**config.mk**
```make
export PLATFORM = sky130hd
export DESIGN_NAME = seq1001_framer_tx
export DESIGN_NICKNAME = d
export VERILOG_FILES = /design/src/rtl/seq1001_framer_tx.sv
export SDC_FILE = /design/constraint.sdc
export NUM_CORES = 1
export LEC_CHECK = 0
export CAP_MARGIN = 15
export CORE_MARGIN = 3
export CORE_UTILIZATION = 49
export CTS_CLUSTER_SIZE = 16
export DETAILED_ROUTE_END_ITERATION = 6
export PLACE_DENSITY = 0.81
export SLEW_MARGIN = 15
export SYNTH_ARGS = -nofsm -noshare
export SYNTH_HDL_FRONTEND = slang
export SYNTH_SLANG_ARGS = --single-unit
export TNS_END_PERCENT = 5
```
**constraint.sdc**
```tcl
create_clock -name clk -period 1.8 [get_ports clk]
set_input_delay 0.54 -clock clk [delete_from_list [all_inputs] [get_ports clk]]
set_output_delay 0.54 -clock clk [all_outputs]
set_load 0.02 [all_outputs]
```
**src/rtl/seq1001_framer_tx.sv**
```systemverilog
// seq1001_framer_tx: serial frame transmitter for the 1001-delimited link.
// Each accepted word goes out as an idle-low bit stream made of a 1001
// header, the payload MSB first, and then a zero guard gap. Stuff bits keep
// 1001 from appearing anywhere except in a header.
// Optional feature macro: SEQ1001_TX_PARITY_EN. When it is defined, one
// even-parity bit follows the payload. The parity bit is stuffed like the
// payload bits, and frame_done moves onto it.
module seq1001_framer_tx #(
    parameter int DATA_W    = 8,
    parameter int GUARD_LEN = 3
) (
    input  logic              clk,
    input  logic              rst,
    input  logic              tx_valid,
    input  logic [DATA_W-1:0] tx_data,
    output logic              tx_ready,
    output logic              serial_out,
    output logic              busy,
    output logic              frame_done,
    output logic              stuff_flag
);

    localparam int BC_W = $clog2(DATA_W + 1);
    localparam int GC_W = $clog2(GUARD_LEN + 1);

    localparam logic [BC_W-1:0] BIT_CNT_INIT   = BC_W'(DATA_W);
    localparam logic [GC_W-1:0] GUARD_CNT_INIT = GC_W'(GUARD_LEN);

    // Main FSM encoding
    localparam logic [2:0] ST_IDLE  = 3'd0;
    localparam logic [2:0] ST_HDR   = 3'd1;
    localparam logic [2:0] ST_DATA  = 3'd2;
    localparam logic [2:0] ST_GUARD = 3'd3;
`ifdef SEQ1001_TX_PARITY_EN
    localparam logic [2:0] ST_PAR   = 3'd4;
`endif

    // The tracker is a 1001 detector that runs over the emitted line.
    // T3 means the line currently ends in "100".
    localparam logic [1:0] T0 = 2'b00;
    localparam logic [1:0] T1 = 2'b01;
    localparam logic [1:0] T2 = 2'b10;
    localparam logic [1:0] T3 = 2'b11;

    logic [2:0]        state_q,     state_d;
    logic [1:0]        trk_q,       trk_d;
    logic [1:0]        hdr_cnt_q,   hdr_cnt_d;
    logic [BC_W-1:0]   bit_cnt_q,   bit_cnt_d;
    logic [GC_W-1:0]   guard_cnt_q, guard_cnt_d;
    logic [DATA_W-1:0] shreg_q,     shreg_d;
    logic              bit_d;
    logic              stuff_d;
    logic              done_d;
`ifdef SEQ1001_TX_PARITY_EN
    logic              parity_q,    parity_d;
`endif

    // Next tracker state after a bit has been emitted.
    function automatic logic [1:0] trk_next(input logic [1:0] t, input logic b);
        case (t)
            T0:      return b ? T1 : T0;
            T1:      return b ? T1 : T2;
            T2:      return b ? T1 : T3;
            default: return b ? T1 : T0;
        endcase
    endfunction

    // Ready/busy depend only on the state register, never on tx_valid
    assign tx_ready = (state_q == ST_IDLE);
    assign busy     = ~tx_ready;

    // Decide the bit for the next cycle and how the frame state advances
    always_comb begin
        // NOTE: every signal gets a default before the case so that no path leaves one unassigned (no latches).
        state_d     = state_q;
        hdr_cnt_d   = hdr_cnt_q;
        bit_cnt_d   = bit_cnt_q;
        guard_cnt_d = guard_cnt_q;
        shreg_d     = shreg_q;
        bit_d       = 1'b0;
        stuff_d     = 1'b0;
        done_d      = 1'b0;
`ifdef SEQ1001_TX_PARITY_EN
        parity_d    = parity_q;
`endif

        case (state_q)
            ST_IDLE: begin
                if (tx_valid) begin
                    // The first header bit goes out at the accepting edge
                    bit_d     = 1'b1;
                    state_d   = ST_HDR;
                    hdr_cnt_d = 2'd3;
                    shreg_d   = tx_data;
                    bit_cnt_d = BIT_CNT_INIT;
`ifdef SEQ1001_TX_PARITY_EN
                    parity_d  = ^tx_data;
`endif
                end
            end

            ST_HDR: begin
                // The remaining header bits are 0, 0, 1
                bit_d     = (hdr_cnt_q == 2'd1);
                hdr_cnt_d = hdr_cnt_q - 2'd1;
                if (hdr_cnt_q == 2'd1) begin
                    state_d = ST_DATA;
                end
            end

            ST_DATA: begin
                if (trk_q == T3) begin
                    // The line ends in "100". A 0 here breaks any 1001.
                    bit_d   = 1'b0;
                    stuff_d = 1'b1;
                end else begin
                    bit_d     = shreg_q[DATA_W-1];
                    shreg_d   = shreg_q << 1;
                    bit_cnt_d = bit_cnt_q - BC_W'(1);
                    if (bit_cnt_q == BC_W'(1)) begin
`ifdef SEQ1001_TX_PARITY_EN
                        state_d     = ST_PAR;
`else
                        state_d     = ST_GUARD;
                        guard_cnt_d = GUARD_CNT_INIT;
                        done_d      = 1'b1;
`endif
                    end
                end
            end

`ifdef SEQ1001_TX_PARITY_EN
            ST_PAR: begin
                if (trk_q == T3) begin
                    bit_d   = 1'b0;
                    stuff_d = 1'b1;
                end else begin
                    bit_d       = parity_q;
                    done_d      = 1'b1;
                    state_d     = ST_GUARD;
                    guard_cnt_d = GUARD_CNT_INIT;
                end
            end
`endif

            ST_GUARD: begin
                // Trailing zeros keep a "100" tail plus the next header from forming 1001
                bit_d       = 1'b0;
                guard_cnt_d = guard_cnt_q - GC_W'(1);
                if (guard_cnt_q == GC_W'(1)) begin
                    state_d = ST_IDLE;
                end
            end

            default: begin
                state_d = ST_IDLE;
            end
        endcase

        // After the header the line ends in 1, so the tracker restarts at T1
        if (state_q == ST_HDR && hdr_cnt_q == 2'd1) begin
            trk_d = T1;
        end else begin
            trk_d = trk_next(trk_q, bit_d);
        end
    end

    // Register the state, the counters and the registered line outputs
    always_ff @(posedge clk or negedge rst) begin
        if (!rst) begin
            state_q     <= ST_IDLE;
            trk_q       <= T0;
            hdr_cnt_q   <= 2'd0;
            bit_cnt_q   <= '0;
            guard_cnt_q <= '0;
            shreg_q     <= '0;
            serial_out  <= 1'b0;
            frame_done  <= 1'b0;
            stuff_flag  <= 1'b0;
`ifdef SEQ1001_TX_PARITY_EN
            parity_q    <= 1'b0;
`endif
        end else begin
            // NOTE: state is updated only with non-blocking assignments, so every register samples pre-edge values.
            state_q     <= state_d;
            trk_q       <= trk_d;
            hdr_cnt_q   <= hdr_cnt_d;
            bit_cnt_q   <= bit_cnt_d;
            guard_cnt_q <= guard_cnt_d;
            shreg_q     <= shreg_d;
            serial_out  <= bit_d;
            frame_done  <= done_d;
            stuff_flag  <= stuff_d;
`ifdef SEQ1001_TX_PARITY_EN
            parity_q    <= parity_d;
`endif
        end
    end

endmodule

```
==> impl_metrics.yaml <==
outcome:
  run_status: "completed"
yosys:
  synthArstFlopShare_pct: 100
  synth-main-ff-cell: "dfrtp_1"
  syn-num-nets: 148
  netlist-cell-type-count: 32
  post_synth.cell_area_avg_sq_um: 10.5
  synth.ff_latch_count: 23
  synth_top_family_by_area: "simple AND/OR/NAND/NOR gates"
  synth-adder-area-share_pct: 11.5
  post_synth_and_or_nand_nor_area_fraction_pct: 16.4
  synth.mux.area_fraction_pct: 9.17
  netlist_area_sq_mm: 0.00131
  yosysWarnings: 0
  postSynthCellCount: 125
  synth_enable_flop_cells: 0
  synth-compound-area-share_pct: 11.4
  yosys.area_share.xor_xnor_pct: 1.34
  yosysSeqAreaShare_pct: 43.9
detailed_routing:
  route.detailed.vias_per_inst: 5.26
  drc: 0
  wl_met1_um: 1070
  drt_first_pass_iters: 4
  highest_signal_layer_in_the_routed_design: "met4"
  first_iter_violations: 9
  routed-via-count: 946
  wl_per_cell_um: 13.7
  route.antenna.remaining_nets: 0
  met3RoutedLength_um: 87
  dr_wl_met2_um: 1270
  wl_um: 2460
layout:
  layoutNonFillerInstCount: 180
  post_route_cells_drive_above_1_share_pct: 25.3
  areaGrowthSynthToFinish_pct: 21.4
  layout.nets: 174
  antenna_cells: 0
timing:
  count_of_final_setup_violators: 0
  worst_hold_slack_ns: 0.525
  achievable-frequency_mhz: 582
  timing.final.crit_share_pct: 95.5
  clock_skew_ns: 0.00536
  report.final.hold_viol_count: 0
  maxSlewHeadroom_pct: 79.7
  slew_viol_final: 0
  worst_pin_slew_ns: 0.304
  final_period_minus_worst_setup_slack_ns: 1.72
clock_network:
  cts-htree-levels: 1
  number_of_sinks_on_the_clock_net: 23
  numCtsBuffers: 3
  cts-root-to-sink-buffers: 2
  cts_tree: "built"
  clk_pin_slew_worst_paths_ns: 0.13
  post-cts-setup-buffer-count: 0
  cts-root-buf: "clkbuf_4"
  hold_buffers: 0
  worst_skew_pair.late_latency_ns: 0.31
setup_path:
  worstPathArrival_ns: 1.18
  start_kind: "flip-flop"
  criticalPathCategory: "flip-flop to output pin"
  reg2reg_slack_ns: 0.10
  crit-reg2reg-launch: "state_q[0]$_DFFE_PN0P_"
  rr_worst_depth: 8
  crit_path_end_kind: "output pin"
  cp_data_required_time_ns: 1.26
  r2r_end: "shreg_q[7]$_DFFE_PN0P_"
  critical_path_fanouts_max: 3
floorplanning:
  num_rows: 18
  fp.dieArea_sq_mm: 0.00333
  die_w_um: 57.7
  floorplan.initialDensity_pct: 52.4
  io-pin-count: 16
  die_h_um: 57.7
  design.core.area_sq_mm: 0.00250
min_path:
  hold_path_depth: 1
  hold_path_class: "flip-flop to flip-flop"
  timing.hold.worst_endpoint: "hdr_cnt_q[0]$_DFFE_PN0P_"
  min-delay-start: "hdr_cnt_q[0]$_DFFE_PN0P_"
power_and_ir_drop:
  power.leakage_nw: 0.744
  max-vdd-ir-drop_mv: 1.14
  pwr_density_cell_mw_per_mm2: 1830
  post-layout-total-power_mw: 2.91
placement:
  place.gp.congestion: 0.859
  port-buffer-count: 15
  dp_cell_count: 176
  dpl.hpwl_um: 1860
global_route:
  grt_remaining_overflow: 0
  antenna_found_initial: 0
  grt_first_pass_wirelength_um: 4080
  grt_start_max_net_pins: 24
  via_count_of_the_first_global_routing_pass: 927
  globalRouteTotalUtil_pct: 15.9
job:
  cap_viol_max_count: 0
==> through the flow <==
stage,TNS [ns],cell area (sq um),utilization [%],worst slack (ns)
2_1_floorplan,0,1310,-,0.0246
3_3_place_gp,-0.688,1560,62.4,-0.0738
3_5_place_dp,-1.48,1560,62.4,-0.154
6_report,0,1590,63.6,0.0808
4_1_cts,0,1580,63.0,0.0566
5_1_grt,-0.00619,1590,63.6,-0.00382
==> placed cells by master (no fill, tap or decap), types with 3 or more instances in the layout <==
cell	netlist	final
dfrtp_1	23	23
inv_1	13	13
nor2_1	11	11
ha_1	12	10
clkdlybuf4s50_1	0	10
mux2i_1	9	9
buf_4	0	9
a21oi_2	8	8
nand2_1	8	7
o21ai_1	4	4
nor3_1	3	3
clkbuf_4	0	3
dlygate4sd2_1	0	3
==> timing repair <==
| action | in CTS | in global routing |
|---|---|---|
| gates resized for setup | 12 | 3 |
| cloned | 0 | 0 |
| endpoints found under the hold margin | 0 | 0 |
| pin swaps | 0 | 0 |
| setup endpoints to repair | 5 | 9 |
==> Yosys cell counts (all sizes together) (2+ instances only) <==
library cell | n | share of area (%)
inv | 15 | 4.3
nand2 | 9 | 2.8
buf | 4 | 2.0
dfrtp | 23 | 44
nor2b | 2 | 0.95
nor2 | 13 | 4.1
xor2 | 2 | 1.3
nand4 | 3 | 2.6
ha | 12 | 11
nor3 | 4 | 2.4
nand2b | 2 | 0.95
a21oi | 10 | 6.1
mux2 | 2 | 2.3
or2 | 2 | 0.95
mux2i | 9 | 6.9
o21ai | 5 | 2.2
==> worst max-delay path, stage by stage, from the launching register on <==
cell and delay [ns]:
dfrtp_1 0.40, inv_1 0.12, ha_4 0.16, inv_1 0.04
buf_2 0.15
==> cells by family (layout without fill, tap and decap cells) <==
kind of cell	after synthesis	after routing
AND/OR/NAND/NOR	38	38
AO/OA/AOI/OAI	20	20
multiplexers	11	11
XOR/XNOR	2	2
flip-flops	23	23
adder cells (fa/ha/maj)	12	12
buffers and inverters	19	44
==> where the power goes <==
group | internal [mW] | switching [mW] | total, mW | leakage [nW]
sequential | 0.754 | 0.151 | 0.905 | 0.269
combinational | 0.837 | 0.926 | 1.76 | 0.458
clock | 0.0831 | 0.156 | 0.239 | 0.0177
total | 1.67 | 1.23 | 2.91 | 0.744
==> routing by layer <==
layer | vias up | track usage [%]
met5 | - | 0
met4 | 0 | 4.97
met3 | 5 | 2.67
met2 | 18 | 26.5
met1 | 457 | 21.1
li1 | 466 | -
==> cell type report <==
| type | instances | area (sq um) |
|---|---|---|
| flip-flops and latches | 23 | 576 |
| inverters | 15 | 56.3 |
| well taps | 30 | 37.5 |
| fillers | 211 | 910 |
| clock inverters | 1 | 5.00 |
| clock buffers | 3 | 22.5 |
| repair buffers | 25 | 224 |
| multi-input cells | 83 | 669 |
==> worst max-delay path by stage <==
stage	from	to	slack, ns	cells past startpoint
global route	state_q[0]$_DFFE_PN0P_	shreg_q[7]$_DFFE_PN0P_	-0.004	8
CTS	state_q[1]$_DFFE_PN0P_	busy	0.06	4
detailed placement	tx_valid	shreg_q[7]$_DFFE_PN0P_	-0.15	6
global placement	tx_valid	shreg_q[5]$_DFFE_PN0P_	-0.07	6
finish	state_q[0]$_DFFE_PN0P_	busy	0.08	4
floorplan	state_q[0]$_DFFE_PN0P_	shreg_q[5]$_DFFE_PN0P_	0.02	9
==> flip-flops by register name (all words and copies together), names as in the netlist <==
| register | cells |
|---|---|
| serial_out | 1 |
| state_q | 2 |
| stuff_flag | 1 |
| shreg_q | 8 |
| trk_q | 2 |
| hdr_cnt_q | 2 |
| guard_cnt_q | 2 |
| frame_done | 1 |
| bit_cnt_q | 4 |
No activity file was read; power rests on OpenSTA's default activity.
